`config.mk`:
```
export PLATFORM = sky130hd
export DESIGN_NAME = mux8_arbiter
export DESIGN_NICKNAME = d
export VERILOG_FILES = /design/src/rtl/mux8_arbiter_pkg.sv /design/src/rtl/multiplexer8.sv /design/src/rtl/mux8_arbiter.sv
export SDC_FILE = /design/constraint.sdc
export NUM_CORES = 1
export LEC_CHECK = 0
export ABC_AREA = 0
export CAP_MARGIN = 20
export CORE_AREA = 2 2 122 124
export DETAILED_ROUTE_END_ITERATION = 12
export DIE_AREA = 0 0 124 126
export PLACE_DENSITY = 0.64
export RECOVER_POWER = 50
export SLEW_MARGIN = 15
export SYNTH_ARGS = -nofsm -noshare
export SYNTH_HDL_FRONTEND = slang
export SYNTH_SLANG_ARGS = --single-unit
```
`constraint.sdc`:
```
create_clock -name clock -period 3.7 [get_ports clock]
set_clock_uncertainty 0.15 [all_clocks]
set_input_delay 0.37 -clock clock [delete_from_list [all_inputs] [get_ports clock]]
set_output_delay 0.37 -clock clock [all_outputs]
set_load 0.01 [all_outputs]
```
`src/rtl/mux8_arbiter_pkg.sv`:
```
// Shared types and helpers for the mux8_arbiter round-robin sequencer.
package mux8_arbiter_pkg;

  localparam int unsigned NUM_REQ = 8;
  localparam int unsigned SEL_W   = 3;

  typedef enum logic {
    IDLE = 1'b0,
    BUSY = 1'b1
  } mux8_arb_state_e;

  typedef struct packed {
    logic             found;
    logic [SEL_W-1:0] idx;
  } rr_pick_t;

  // First set request scanning ptr, ptr+1, ... with 3-bit wrap.
  function automatic rr_pick_t rr_pick(input logic [NUM_REQ-1:0] req,
                                       input logic [SEL_W-1:0]   ptr);
    rr_pick_t         r;
    logic [SEL_W-1:0] idx;
    r = '0;
    // Walk from the farthest offset back so the nearest hit wins.
    for (int i = NUM_REQ - 1; i >= 0; i--) begin
      idx = ptr + SEL_W'(i);
      if (req[idx]) begin
        r.found = 1'b1;
        r.idx   = idx;
      end
    end
    return r;
  endfunction

endpackage

```
`src/rtl/multiplexer8.sv`:
```
// Eight-way data multiplexer; y is the WIDTH-bit slice of data selected by sel.
module multiplexer8 #(
  parameter int unsigned WIDTH = 32
) (
  input  logic [2:0]         sel,
  input  logic [8*WIDTH-1:0] data,
  output logic [WIDTH-1:0]   y
);

  always_comb begin
    y = data[32'(sel) * WIDTH +: WIDTH];
  end

endmodule

```
`src/rtl/mux8_arbiter.sv`:
```
// Round-robin arbiter driving a multiplexer8 onto one valid/ready channel.
// Define MUX8_ARBITER_LOCK_EN to hold ownership until a req_last beat is accepted.
module mux8_arbiter
  import mux8_arbiter_pkg::*;
#(
  parameter int unsigned WIDTH = 32
) (
  input  logic                 clock,
  input  logic                 reset_n,
  input  logic [7:0]           req,
  input  logic [7:0]           req_last,
  input  logic [8*WIDTH-1:0]   req_data,
  output logic                 out_valid,
  input  logic                 out_ready,
  output logic [WIDTH-1:0]     out_data,
  output logic [2:0]           out_src,
  output logic [7:0]           grant
);

  mux8_arb_state_e  state, state_d;
  logic [SEL_W-1:0] ptr, ptr_d;
  logic [SEL_W-1:0] sel, sel_d;
  rr_pick_t         pick;
  logic             end_of_burst;

`ifdef MUX8_ARBITER_LOCK_EN
  assign end_of_burst = req_last[sel];
`else
  // Every accepted beat releases ownership; req_last has no effect.
  logic unused_req_last;
  assign unused_req_last = ^req_last;
  assign end_of_burst    = 1'b1;
`endif

  // State register.
  always_ff @(posedge clock or negedge reset_n) begin
    if (!reset_n) begin
      state <= IDLE;
      ptr   <= '0;
      sel   <= '0;
    end else begin
      state <= state_d;
      ptr   <= ptr_d;
      sel   <= sel_d;
    end
  end

  // Next-state and channel outputs.
  always_comb begin
    state_d   = state;
    ptr_d     = ptr;
    sel_d     = sel;
    out_valid = 1'b0;
    grant     = '0;
    pick      = rr_pick(req, ptr);
    unique case (state)
      IDLE: begin
        if (pick.found) begin
          sel_d   = pick.idx;
          state_d = BUSY;
        end
      end
      BUSY: begin
        out_valid = req[sel];
        if (!req[sel]) begin
          ptr_d   = sel + SEL_W'(1);
          state_d = IDLE;
        end else if (out_ready) begin
          grant[sel] = 1'b1;
          if (end_of_burst) begin
            ptr_d   = sel + SEL_W'(1);
            state_d = IDLE;
          end
        end
      end
      default: state_d = IDLE;
    endcase
  end

  assign out_src = sel;

  multiplexer8 #(.WIDTH(WIDTH)) u_mux (
    .sel  (sel),
    .data (req_data),
    .y    (out_data)
  );

endmodule

```
======== Word level (Yosys, flattened, before mapping) ========
Index checks and enable logic that the tools add are counted.
cells by class
  add/subtract/negate cells ............... 8
  $lt $le $gt $ge ......................... 10
  eq/ne operators ......................... 1
  shifts and indexed selects .............. 1
  mux-type cells .......................... 38
  bitwise logic cells ..................... 1
  reductions and logical operators ........ 3
operator list
  operator               count
  $shiftx A256 B9 Y32    1
  $lt A3 B4 Y1 const B   9
  $mux W4                8
  $bmux W1 S3            9
  $mux W8                3
  $mux W1                14
  $add A3 B3 Y3 const B  4
  $add A3 B1 Y3 const B  2
  $add A3 B2 Y3 const B  2
  $mux W3                2
  $reduce_and A2 Y1      2
  $demux W1 S3           1
  $ge A3 B1 Y1 const B   1
  $ne A2 B2 Y1 const B   1
  $pmux W1 S2            1
  $logic_and A1 B1 Y1    1
  $not A1 Y1             1
storage, ports and cells
  register bits after elaboration ......... 7

======== Longest topological paths before layout ========
  depth after elaboration ................. 13
  gate-level depth with buffers ........... 13
  mapped depth without buffers ............ 8

======== Hierarchy ========
From an unflattened synthesis, not the netlist that was laid out.
second synthesis, totals
  cells, all modules ...................... 262
  area total of the unflattened synthesis .. 3397.0 sq um
modules (own cells, without submodules)
  module        instances  cells each  area an instance (sq um)
  multiplexer8  1          114         2073.2
  mux8_arbiter  1          148         1323.8

======== Worst setup path before layout ========
No wires, ideal clock.
  path kind ............................... register to register
  start ................................... register ptr[0]
  end ..................................... register sel[1], in the netlist out_src[1]
  library setup time ...................... 139 ps
  data arrival time ....................... 2796 ps
  slack ................................... 615 ps
  cell stages (with the launch flop) ...... 12
  buffers on the path ..................... 4
  period minus slack after synthesis ...... 3085 ps
  cell sequence ........................... dfrtp_1 -> buf_4 -> buf_6 -> buf_2 -> inv_1 -> ha_1 -> buf_6 -> mux4_2 -> or4_4 -> o21bai_4 -> nand4b_1 -> o221ai_1
on the way
  word-level cells in the longest chain between the ends .. 12
  elaborated cells on any way between the ends .. 32
RTL lines
  item                           RTL line                source
  from (decl)                    mux8_arbiter.sv:21      logic [SEL_W-1:0] ptr, ptr_d;
  from (signal assigned)         mux8_arbiter.sv:43      ptr <= ptr_d;
  $add A3 B3 Y3                  mux8_arbiter_pkg.sv:25  idx = ptr + SEL_W'(i);
  $bmux W1 S3                    mux8_arbiter_pkg.sv:26  if (req[idx]) begin
  $mux W1 (implied by the code)  mux8_arbiter_pkg.sv:26
  $mux W4 (7 in series)          mux8_arbiter_pkg.sv:26
  $mux W4 *                      mux8_arbiter_pkg.sv:26
  $reduce_and A2 Y1 (no line)    --
  to (signal assigned)           mux8_arbiter.sv:44      sel <= sel_d;
  to (decl)                      mux8_arbiter.sv:22      logic [SEL_W-1:0] sel, sel_d;
Mark *: on every way between the ends. The rest lies on a longest branch, timed or not. The select of a mux whose other input is x is not followed.
A chain may end at the register's enable or synchronous reset.

======== Worst setup path in the final report ========
  start ................................... register sel[1], in the netlist out_src[1]
  end ..................................... output out_data[26]
on the way
  word-level cells in the longest chain between the ends .. 1
RTL lines
  item                 RTL line            source
  $shiftx A256 B9 Y32  multiplexer8.sv:11  y = data[32'(sel) * WIDTH +: WIDTH];
  to (decl)            mux8_arbiter.sv:15  output logic [WIDTH-1:0] out_data,
No other way between the ends.

==> results_dict.tcl <==
set metrics [dict create \
    tightest_slew_ps 846 \
    antenna_found_initial 2 \
    ios 319 \
    register_area_sq_um 180 \
    fin_crit_ps 3420 \
    relSlewSlack_pct 43.6 \
    cts_resized 0 \
    multi_input_area_sq_um 2840 \
    crit_path_end_kind "output port" \
    cp-start-kind "flip-flop" \
    cts_root_buf "clkbuf_16" \
    synth_cells 409 \
    vias_per_cell 5.39 \
    wl_per_cell_um 21.3 \
    coreArea_sq_um 14300 \
    dieWidth_um 124 \
    fill_cells 1434 \
    place_ws_ps 461 \
    fin_tns_setup_ps 0 \
    hold_path.class "in -> async" \
    finalSetupViolations 0 \
    vias 4720 \
    synth_edf_count 0 \
    async_flop_share_pct 100 \
    reg2reg_slack_ps 380 \
    cpPeakStageDelay_ps 660 \
    hold_buffers 0 \
    clockBufferDepth 2 \
    clk_latency_ps 230 \
    grt_pass1_wl_um 26800 \
    path_clk_slew_ps 40 \
    rsz0062_at_grt "no" \
    r2r-start "ptr[1]$_DFFE_PN0P_" \
    maxCapViolCount 0 \
    drt_first_pass_iters 5 \
    netlist_area_sq_um 3260 \
    grt_overflow 0 \
    power.density_nw_per_um2 698 \
    r2r_end "out_src[2]$_DFFE_PN0P_" \
    avgSynthCellArea_sq_um 7.98 \
    cp_max_fo 31 \
    arrival_ps 2900 \
    rows 44 \
    crit_type "reg -> out" \
    drive_gt1_share_pct 13.5 \
    rr_worst_depth 8 \
    yosys_warnings 0 \
    postCtsSetupRepairBufs 0 \
    num-nets-final 969 \
    cp_cell_sequence "clkbuf_2 > mux2_2 > a221oi_1 > o22ai_1 > dlygate4sd3_1" \
    finalWeightedCongestion 0.966 \
    area_delta_synth_final_pct 102 \
    ant_nets 0 \
    finalCritPeriodShare_pct 92.4 \
    ys_types 51 \
    first_global_vias 4645 \
    drc 0 \
    hold_viol 0 \
    grt.total_usage_pct 22.4 \
    drtIter0Drc 294 \
    cts_tree "done" \
    critical_path_required_ps 3180 \
    ys_ff_latch 7 \
    fp.dieH_um 126 \
    slew_violations 0 \
    cts.sinks 7 \
    synthesis.nets 687 \
    synth_ff_type "dfrtp_1" \
    finalWorstSetupSlack_ps 281 \
    cp_top_family "buffers and inverters" \
    wl_um 18700 \
    cp_slowest_cell "clkbuf_2" \
    dp_hpwl_um 14800 \
    peakVddDrop_mv 0.427 \
    p_leak_nw 2.31 \
    final_cell_count_no_fill 876 \
    cts_inserted_buffers 3 \
    die_area_sq_um 15600 \
    ys_seq_area_share_pct 5.37 \
    htree_levels 1 \
    most-common-layout-cells "clkdlybuf4s50_1 (298), mux2_2 (55), o21ai_0 (44)" \
    layout_commonest_cell "clkdlybuf4s50_1" \
    crit_buf_inv 2 \
    grt_max_degree 42 \
    initial_core_util_pct 22.8 \
    io_buffer_count 310 \
    max_clock_freq_mhz 292 \
    status "completed" \
    place_inst 870 \
]
==> sequential cells by signal, indices dropped and copies added (netlist names) <==
signal   flops
state        1
ptr          3
out_src      3
==> worst max path at each step <==
stage / start / endpoint / depth (start not counted)
finish: out_src[1]$_DFFE_PN0P_ / out_data[26] / 5
global route: out_src[1]$_DFFE_PN0P_ / out_data[5] / 5
CTS: req[0] / grant[1] / 8
detailed placement: req[2] / grant[1] / 8
global placement: req[4] / grant[1] / 8
floorplan: ptr[0]$_DFFE_PN0P_ / out_src[1]$_DFFE_PN0P_ / 11
==> through the flow <==
step / utilization, % / instance area, sq um / hold slack, ps / power [mW]
floorplan: - / 3260 / -75.6 / 2.79
global placement: 45.6 / 6520 / 393 / 4.39
detailed placement: 45.6 / 6520 / 407 / 4.45
CTS: 46.1 / 6600 / 257 / 4.66
global route: 46.0 / 6580 / 342 / 4.96
finish: 46.0 / 6590 / 322 / 4.60
==> worst register-to-register path, delay by kind of cell (launching register included) <==
| family | cells | cell delay (ps) |
|---|---|---|
| buffers and inverters | 1 | 130 |
| AO/OA/AOI/OAI | 3 | 770 |
| multiplexers | 1 | 610 |
| AND/OR/NAND/NOR | 2 | 670 |
| adder cells (fa/ha/maj) | 1 | 490 |
| flip-flops | 1 | 340 |
==> logic make-up after synthesis <==
logic type,Yosys count,synth area share [%]
buffers and inverters,57,7.47
adders and majority gates,3,1.15
xor gates and xnor gates,4,1.30
AOI/OAI and AO/OA,174,38.9
muxes,89,34.1
DFF,7,5.37
and+or+nand+nor,75,11.7
==> area by class of cell <==
cell class	count	area share (%)
Timing Repair Buffer	325	48.9
Multi-Input combinational cell	345	43.1
Tap cell	184	3.49
Sequential cell	7	2.74
Clock buffer	4	1.20
Inverter	9	0.513
Antenna cell	2	0.0760
==> where the power goes <==
| group | internal [mW] | leakage [nW] | switching (mW) |
|---|---|---|---|
| registers | 0.123 | 0.0808 | 0.103 |
| logic | 2.05 | 2.19 | 2.14 |
| clock network | 0.143 | 0.0382 | 0.0396 |
| total | 2.31 | 2.31 | 2.28 |
==> Yosys cell counts, types with 5 or more instances <==
| master | instances | share of area, % |
|---|---|---|
| dfrtp_1 | 7 | 5.4 |
| o21ai_0 | 44 | 6.7 |
| mux2_2 | 55 | 19 |
| mux4_2 | 12 | 8.3 |
| clkbuf_1 | 36 | 4.1 |
| o22ai_1 | 20 | 3.8 |
| nand2_1 | 30 | 3.4 |
| inv_1 | 9 | 1.0 |
| a22oi_1 | 33 | 7.6 |
| a221oi_1 | 40 | 11 |
| nor2_1 | 14 | 1.6 |
| nor3b_1 | 5 | 1.1 |
| a221o_1 | 12 | 3.7 |
| mux2i_1 | 21 | 6.4 |
| buf_2 | 6 | 0.92 |
==> per-layer routing <==
metal	GRT usage [%]	wire length, um	part of all wire [%]
met5	0	0	0
met1	27.3	7650	41
met4	5.88	425	2.3
met2	39.9	9250	49
met3	4.12	1370	7.3
Note: power is estimated with default switching activity, not from simulation.
